## src/rtl/dual_prio_decoder.sv

```systemverilog
// Decodes a latched pair of priority codes into one-hot grants and plays
// them out for HOLD cycles each, ending with a single-cycle done tick.
module dual_prio_decoder #(
    parameter int N    = 12,
    parameter int W    = 4,
    parameter int HOLD = 4
) (
    input  logic         clk,
    input  logic         reset,
    input  logic         start,
    input  logic [W-1:0] first,
    input  logic [W-1:0] second,
    output logic         ready,
    output logic [N:1]   grant,
    output logic [N:1]   mask,
    output logic         done_tick
);

    localparam int CW = $clog2(HOLD) + 1;
    localparam logic [CW-1:0] RELOAD = CW'(HOLD - 1);

    typedef enum logic [1:0] {
        IDLE,
        G1,
        G2,
        DONE
    } state_t;

    state_t        state_q, state_d;
    logic [CW-1:0] cnt_q, cnt_d;
    logic [W-1:0]  first_q, first_d;
    logic [W-1:0]  second_q, second_d;
    logic [N:1]    mask_q, mask_d;
    logic [N:1]    grant_q, grant_d;
    logic          ready_q, ready_d;
    logic          done_q, done_d;

    function automatic logic code_valid(input logic [W-1:0] c);
        return (c != '0) && (int'(c) <= N);
    endfunction

    function automatic logic [N:1] decode(input logic [W-1:0] c);
        logic [N:1] v;
        v = '0;
        for (int i = 1; i <= N; i++) begin
            if (int'(c) == i) begin
                v[i] = 1'b1;
            end
        end
        return v;
    endfunction

    // The second code only plays when it adds a new, valid grant behind a valid first.
    function automatic logic second_plays(input logic [W-1:0] f, input logic [W-1:0] s);
        return code_valid(f) && code_valid(s) && (s != f);
    endfunction

    always_comb begin
        state_d  = state_q;
        cnt_d    = cnt_q;
        first_d  = first_q;
        second_d = second_q;
        mask_d   = mask_q;
        case (state_q)
            IDLE: begin
                if (start) begin
                    first_d  = first;
                    second_d = second;
                    mask_d   = decode(first) |
                               (second_plays(first, second) ? decode(second) : '0);
                    cnt_d    = RELOAD;
                    state_d  = code_valid(first) ? G1 : DONE;
                end
            end
            G1: begin
                if (cnt_q == '0) begin
                    cnt_d   = RELOAD;
                    state_d = second_plays(first_q, second_q) ? G2 : DONE;
                end else begin
                    cnt_d = cnt_q - CW'(1);
                end
            end
            G2: begin
                if (cnt_q == '0) begin
                    cnt_d   = RELOAD;
                    state_d = DONE;
                end else begin
                    cnt_d = cnt_q - CW'(1);
                end
            end
            DONE: begin
                state_d = IDLE;
            end
            default: begin
                state_d = IDLE;
            end
        endcase
    end

    // Outputs are registered from the next state so they line up with it.
    always_comb begin
        ready_d = (state_d == IDLE);
        done_d  = (state_d == DONE);
        grant_d = '0;
        if (state_d == G1) begin
            grant_d = decode(first_d);
        end else if (state_d == G2) begin
            grant_d = decode(second_d);
        end
    end

    always_ff @(posedge clk or posedge reset) begin
        if (reset) begin
            state_q  <= IDLE;
            cnt_q    <= '0;
            first_q  <= '0;
            second_q <= '0;
            mask_q   <= '0;
            grant_q  <= '0;
            ready_q  <= 1'b1;
            done_q   <= 1'b0;
        end else begin
            state_q  <= state_d;
            cnt_q    <= cnt_d;
            first_q  <= first_d;
            second_q <= second_d;
            mask_q   <= mask_d;
            grant_q  <= grant_d;
            ready_q  <= ready_d;
            done_q   <= done_d;
        end
    end

    assign ready     = ready_q;
    assign grant     = grant_q;
    assign mask      = mask_q;
    assign done_tick = done_q;

endmodule

```

## config.mk

```make
export PLATFORM = sky130hd
export DESIGN_NAME = dual_prio_decoder
export DESIGN_NICKNAME = d
export VERILOG_FILES = /design/src/rtl/dual_prio_decoder.sv
export SDC_FILE = /design/constraint.sdc
export NUM_CORES = 1
export LEC_CHECK = 0
export CORE_UTILIZATION = 53
export DETAILED_ROUTE_END_ITERATION = 10
export GPL_ROUTABILITY_DRIVEN = 0
export GPL_TIMING_DRIVEN = 0
export PLACE_DENSITY = 0.83
export SYNTH_ARGS = -nofsm -noshare
export SYNTH_HDL_FRONTEND = slang
export SYNTH_SLANG_ARGS = --single-unit
```

## constraint.sdc

```tcl
create_clock -name clk -period 4.2 [get_ports clk]
set_clock_uncertainty 0.2 [all_clocks]
set_input_delay 0.42 -clock clk [delete_from_list [all_inputs] [get_ports clk]]
set_output_delay 0.42 -clock clk [all_outputs]
set_load 0.05 [all_outputs]
```

; ---- Yosys cells after proc, flatten, opt, wreduce, memory -nomap -nowiden
; Index checks and enable logic that the tools add are counted.
[word_totals]
in_bits = 11
ff_bits = 39
out_inout_bits = 26
wordCells = 202
[classes]
n_eq_ne = 57
reduce_logical = 19
n_lt_le_gt_ge = 4
bitwise = 1
n_mux = 112
n_addsub = 1
[op_table]
columns = operator, count
row1 = $eq 4x4->1 const B, 32
row2 = $mux 1, 97
row3 = $eq 4x3->1 const B, 12
row4 = $mux 12, 3
row5 = $eq 4x2->1 const B, 4
row6 = $le 4x4->1 const B, 4
row7 = $mux 4, 4
row8 = $reduce_bool 4->1, 4
row9 = $or 12x12->12, 1
row10 = $eq 2x2->1 const B, 4
row11 = $logic_and 1x1->1, 8
row12 = $mux 2, 4
row13 = $ne 4x4->1, 2
row14 = $pmux 2 s4, 1
row15 = $mux 3, 2
row16 = $pmux 3 s2, 1
row17 = $eq 2x1->1 const B, 2
row18 = $logic_not 2->1, 2
row19 = $reduce_and 2->1, 2
row20 = $logic_not 3->1, 1
row21 = $sub 3x1->3 const B, 1
row22 = $ne 2x2->1 const B, 1
row23 = $reduce_bool 2->1, 1
row24 = $reduce_or 2->1, 1

; ---- Depth between registers and ports, before layout
; Gate-level depths: netlist of run 1.
[logic_depth]
word_depth = 10
ltp_mapped = 9
mapped_depth_nobuf = 7

; ---- Least setup slack after synthesis of run 1
; No wires, ideal clock.
[synth_timing]
path_kind = input port to flip-flop
start = in first[0]
end = reg mask_q (netlist bit mask[1])
path_buffers = 1
setup_slack_ns = 2.120
t_required_ns = 3.874
path_stages = 6
setup_time_ns = 0.126
arrival_ns = 1.754
cell_sequence = buf_6 > or4_4 > o21ai_0 > nor2_1 > nor4b_1 > a221o_1
[synth_via]
elab_chain_cells = 6
elab_cells_between_ends = 12
classes_between = order compare: 1 / eq/ne: 2 / mux: 4 / bitwise: 1 / reduce/logical: 4
[synth_rtl]
columns = item, line_no
row1 = from (decl), 11  ; input logic [W-1:0] first,
row2 = $le 4x4->1 or $reduce_bool 4->1 (tied branches), 39  ; return (c != '0) && (int'(c) <= N);
row3 = $logic_and 1x1->1, 39
row4 = $logic_and 1x1->1 (2 in a row), 55  ; return code_valid(f) && code_valid(s) && (s != f);
row5 = $mux 12, 70  ; (second_plays(first, second) ? decode(second) : '0);
row6 = $or 12x12->12 (*), 69  ; mask_d = decode(first) |
row7 = to (signal assigned), 127  ; mask_q <= mask_d;
row8 = to (decl), 33  ; logic [N:1] mask_q, mask_d;
; Every way passes the cells marked *; elsewhere a longest branch is shown, timed or not. The select of a mux whose other input is x is not followed.
; A chain may end at the register's enable or synchronous reset.

; ---- Worst setup path after layout of run 1
[layout_timing]
start = in start
end = reg grant_q (netlist bit grant[4])
[layout_via]
elab_chain_cells = 6
elab_cells_between_ends = 14
classes_between = eq/ne: 4 / mux: 10
[layout_rtl]
columns = item, line_no
row1 = from (decl), 10  ; input logic start,
row2 = $mux 4, 66  ; if (start) begin
row3 = $mux 4, 64  ; case (state_q)
row4 = $eq 4x4->1, 46  ; if (int'(c) == i) begin
row5 = $mux 1, 46
row6 = $mux 12, 107  ; end else if (state_d == G2) begin
row7 = $mux 12 (*), 105  ; if (state_d == G1) begin
row8 = via grant_d (one bit), 34  ; logic [N:1] grant_q, grant_d;
row9 = to (signal assigned), 128  ; grant_q <= grant_d;
row10 = to (decl), 34
; Mark *: on every way through the listed nets, which the timed path passes. The rest lies on a longest branch.

==> results of run 1 <==
==> cell usage after synthesis, types with 5 or more instances <==
| library cell | instances |
|---|---|
| a221o_1 | 9 |
| a31oi_1 | 8 |
| buf_2 | 6 |
| buf_6 | 5 |
| dfrtp_1 | 38 |
| ha_1 | 5 |
| inv_1 | 16 |
| mux2i_1 | 14 |
| nand2_1 | 19 |
| nor2_1 | 34 |
| o21ai_0 | 19 |
| o21ai_1 | 11 |
| or4_1 | 13 |
==> worst paths after layout <==
check,from,to,slack (ns),cells after the start
min in group asynchronous,reset,done_tick$_DFF_PP0_,0.40,2
max in group asynchronous,reset,mask[4]$_DFFE_PP0P_,2.90,2
max,start,grant[4]$_DFF_PP0_,1.72,8
max reg2reg,cnt_q[0]$_DFFE_PP0P_,grant[9]$_DFF_PP0_,1.78,8
min reg2reg,mask[4]$_DFFE_PP0P_,mask[4]$_DFFE_PP0P_,0.29,2
min,first[0],first_q[0]$_DFF_PP0_,0.18,3
==> metal layers <==
metal  GRT usage [%]  vias to the layer above  routed length (um)
met5               0                        -                   0
met4           9.524                        0                 116
met3           6.140                       13                 367
met2           37.43                       84                2683
met1           33.97                     1029                2605
li1                -                     1015                   -
==> worst register-to-register path, stage by stage (launching register included) <==
cell      delay (ns)
dfrtp_1         0.37
inv_1           0.07
ha_1            0.22
nor2b_1         0.15
o21ai_0         0.18
a21oi_1         0.18
clkbuf_1        0.23
or4_1           0.58
mux2i_1         0.15
==> power by group through the flow <==
stage | clock network, W | registers [W] | logic [W]
floorplan | 0 | 0.000820 | 0.000675
global placement | 0 | 0.000594 | 0.00118
detailed placement | 0 | 0.000600 | 0.00122
CTS | 0.000266 | 0.000594 | 0.00122
global route | 0.000281 | 0.000608 | 0.00132
finish | 0.000258 | 0.000595 | 0.00124
==> through the flow <==
stage	instances	util, %
2_1_floorplan	259	-
3_3_place_gp	343	63.68
3_5_place_dp	343	63.68
4_1_cts	351	65.78
5_1_grt	351	65.78
6_report	351	65.78
==> flip-flops by register name, summed over array words and instances, names as in the netlist <==
register	cells
second_q	4
ready	1
mask	12
grant	12
first_q	4
cnt_q	3
done_tick	1
state_q	2
==> cell families after synthesis <==
| group | Yosys count | share of synthesized area [%] |
|---|---|---|
| multiplexers | 14 | 5.870 |
| AND/OR/NAND/NOR | 92 | 20.39 |
| flip-flops | 39 | 40.93 |
| adder cells (fa/ha/maj) | 5 | 2.621 |
| XOR/XNOR | 8 | 2.935 |
| AO/OA/AOI/OAI | 66 | 19.08 |
| buffers and inverters | 35 | 8.175 |
==> placed cells by master, fill, tap and decap left out, types with 5 or more instances in the layout <==
| cell type | synthesis | final |
|---|---|---|
| buf_6 | 5 | 5 |
| ha_1 | 5 | 5 |
| a31oi_1 | 8 | 8 |
| dfrtp_1 | 38 | 38 |
| inv_1 | 16 | 15 |
| clkbuf_1 | 4 | 5 |
| or4_1 | 13 | 13 |
| clkbuf_8 | 0 | 6 |
| mux2i_1 | 14 | 14 |
| clkdlybuf4s50_1 | 0 | 32 |
| a221o_1 | 9 | 9 |
| o21ai_1 | 11 | 11 |
| o21ai_0 | 19 | 19 |
| nand2_1 | 19 | 19 |
| buf_2 | 6 | 6 |
| nor2_1 | 34 | 34 |
==> area by class of cell <==
type	count	area, um2	area share [%]
multi-input combinational	185	1215	42.42
timing repair buffer	32	320.3	11.18
tap	52	65.06	2.272
buffer	19	135.1	4.718
clock buffer	7	86.33	3.014
clock inverter	1	5.005	0.1747
sequential	39	977.2	34.12
inverter	16	60.06	2.097
==> out/metrics.yaml, run 1 <==
cts_setup_buffers: 0
setup_violations: 0
drt_iter0_drc: 197
cts-root-buf: "clkbuf_8"
rows: 24
hold_violations: 0
cts_buffer_depth: 2
core_um2: 4354
p_leak_nw: 1.255
post_cts_resized: 0
final_area_um2: 2864
ys_ff_latch: 39
yosys_warnings: 0
clk_latency_ns: 0.29
setup_slack_ns: 1.719
cts.sinks: 39
synth_top_area_share_pct: 39.83
worstPathRequired_ns: 4.21
end_kind: "register"
p_int_w: 0.001099
maxSlewViolCount: 0
powerDensity_nw_per_um2: 731.1
routed_via_density: 6.100
critPathKind: "in -> reg"
drt-pass1-iter-count: 5
hpwl_um: 4232
slowest_delay_ns: 0.55
clk_pin_slew_ns: 0.07
syn_inst: 259
grt_pass1_wl_um: 9390
dieArea_um2: 4777
sequentialPowerShare_pct: 28.4
ir_drop_mv: 0.3192
io_buffers: 32
async_reset_ff_share_pct: 100.0
slew_headroom_pct: 47.24
tns_ns: 0
ant_nets: 0
worstPathArrival_ns: 2.49
vias: 2141
initial_utilization_pct: 54.83
synthDistinctLibCells: 51
path_buf_inv: 3
start_kind: "input port"
syn_area_um2: 2387
wl_per_cell_um: 16.44
clockPowerShare_pct: 12.3
p_comb_share_pct: 59.2
crit_fanout: 10
rsz0062_at_grt: "no"
fillCellCount: 362
cts_tree: "built"
synth.area.top_cells: "dfrtp_1 (40%), mux2i_1 (5.9%), nor2_1 (5.3%)"
p_sw_w: 0.0009948
p_sw_share_pct: 47.51
n_antenna_cell: 0
avgSynthCellArea_um2: 9.217
grt_pass1_vias: 1947
fmax_mhz: 403.0
min_path_type: "in -> reg"
placed_area_um2: 2773
drc: 0
areaGrowthSynthToFinish_pct: 19.97
crit_chain: "clkdlybuf4s50_1 > buf_4 > and2_1 > buf_4 > nand3_2 > a21boi_1 > or4_1 > mux2i_1"
min_period_ns: 2.481
whs_ns: 0.1756
post-place-ws_ns: 1.448
antenna_found_initial: 0
worst_slew_pin_slew_ns: 0.7804
nNetsFinal: 314
cpMostUsedCell: "buf_4"
synth_edf_count: 0
syn_nets: 275
min_period_over_period_pct: 59.08
io_pins: 37
drv_cap: 0
synth_flop_cell: "dfrtp_1"
wl_um: 5772
drive_above_1_share_pct: 9.699
grt-ovfl-total: 0
finalPower_w: 0.002094
status: "finished, final reports clean"
die_h_um: 69.12
track_usage_pct: 24.65
grt_max_degree: 40
holdBufCountCts: 0
chipWidth_um: 69.12
cts_made_buffers: 5
path_delay_family: "buffers and inverters"
htreeDepth: 2
yosysTopAreaCell: "dfrtp_1"
yosysSeqAreaShare_pct: 40.93
cpMaxStageDelayCell: "clkdlybuf4s50_1"
(Power assumes the default switching activity.)
==> inputs of run 2 (changes only) <==
- clock period: 4.2 -> 2.6 ns (I/O delays scaled with it)
==> results of run 2 <==
The final DEF is identical to that of run 1. Status: finished, final reports clean.
Main changes from that run: setup slack after placement 1.448 ns -> 0.008435 ns; setup slack after layout 1.719 ns -> 0.1825 ns; hold slack 0.1756 ns -> 0.01563 ns; start point of the critical path start -> cnt_q[0]$_DFFE_PP0P_; end point of the critical path grant[4]$_DFF_PP0_ -> grant[9]$_DFF_PP0_; register-to-register setup slack 1.78 ns -> 0.18 ns; total power 0.002094 W -> 0.003383 W; worst IR drop on VDD 0.3192 mV -> 0.5157 mV
==> inputs of run 3 (changes only) <==
- CAP_MARGIN: not set -> 20
==> results of run 3 <==
The final DEF is identical to that of run 1. Status: finished, final reports clean.
Main changes from that run: setup slack after placement 1.448 ns -> 0.008435 ns; setup slack after layout 1.719 ns -> 0.1825 ns; hold slack 0.1756 ns -> 0.01563 ns; start point of the critical path start -> cnt_q[0]$_DFFE_PP0P_; end point of the critical path grant[4]$_DFF_PP0_ -> grant[9]$_DFF_PP0_; register-to-register setup slack 1.78 ns -> 0.18 ns; total power 0.002094 W -> 0.003383 W; worst IR drop on VDD 0.3192 mV -> 0.5157 mV
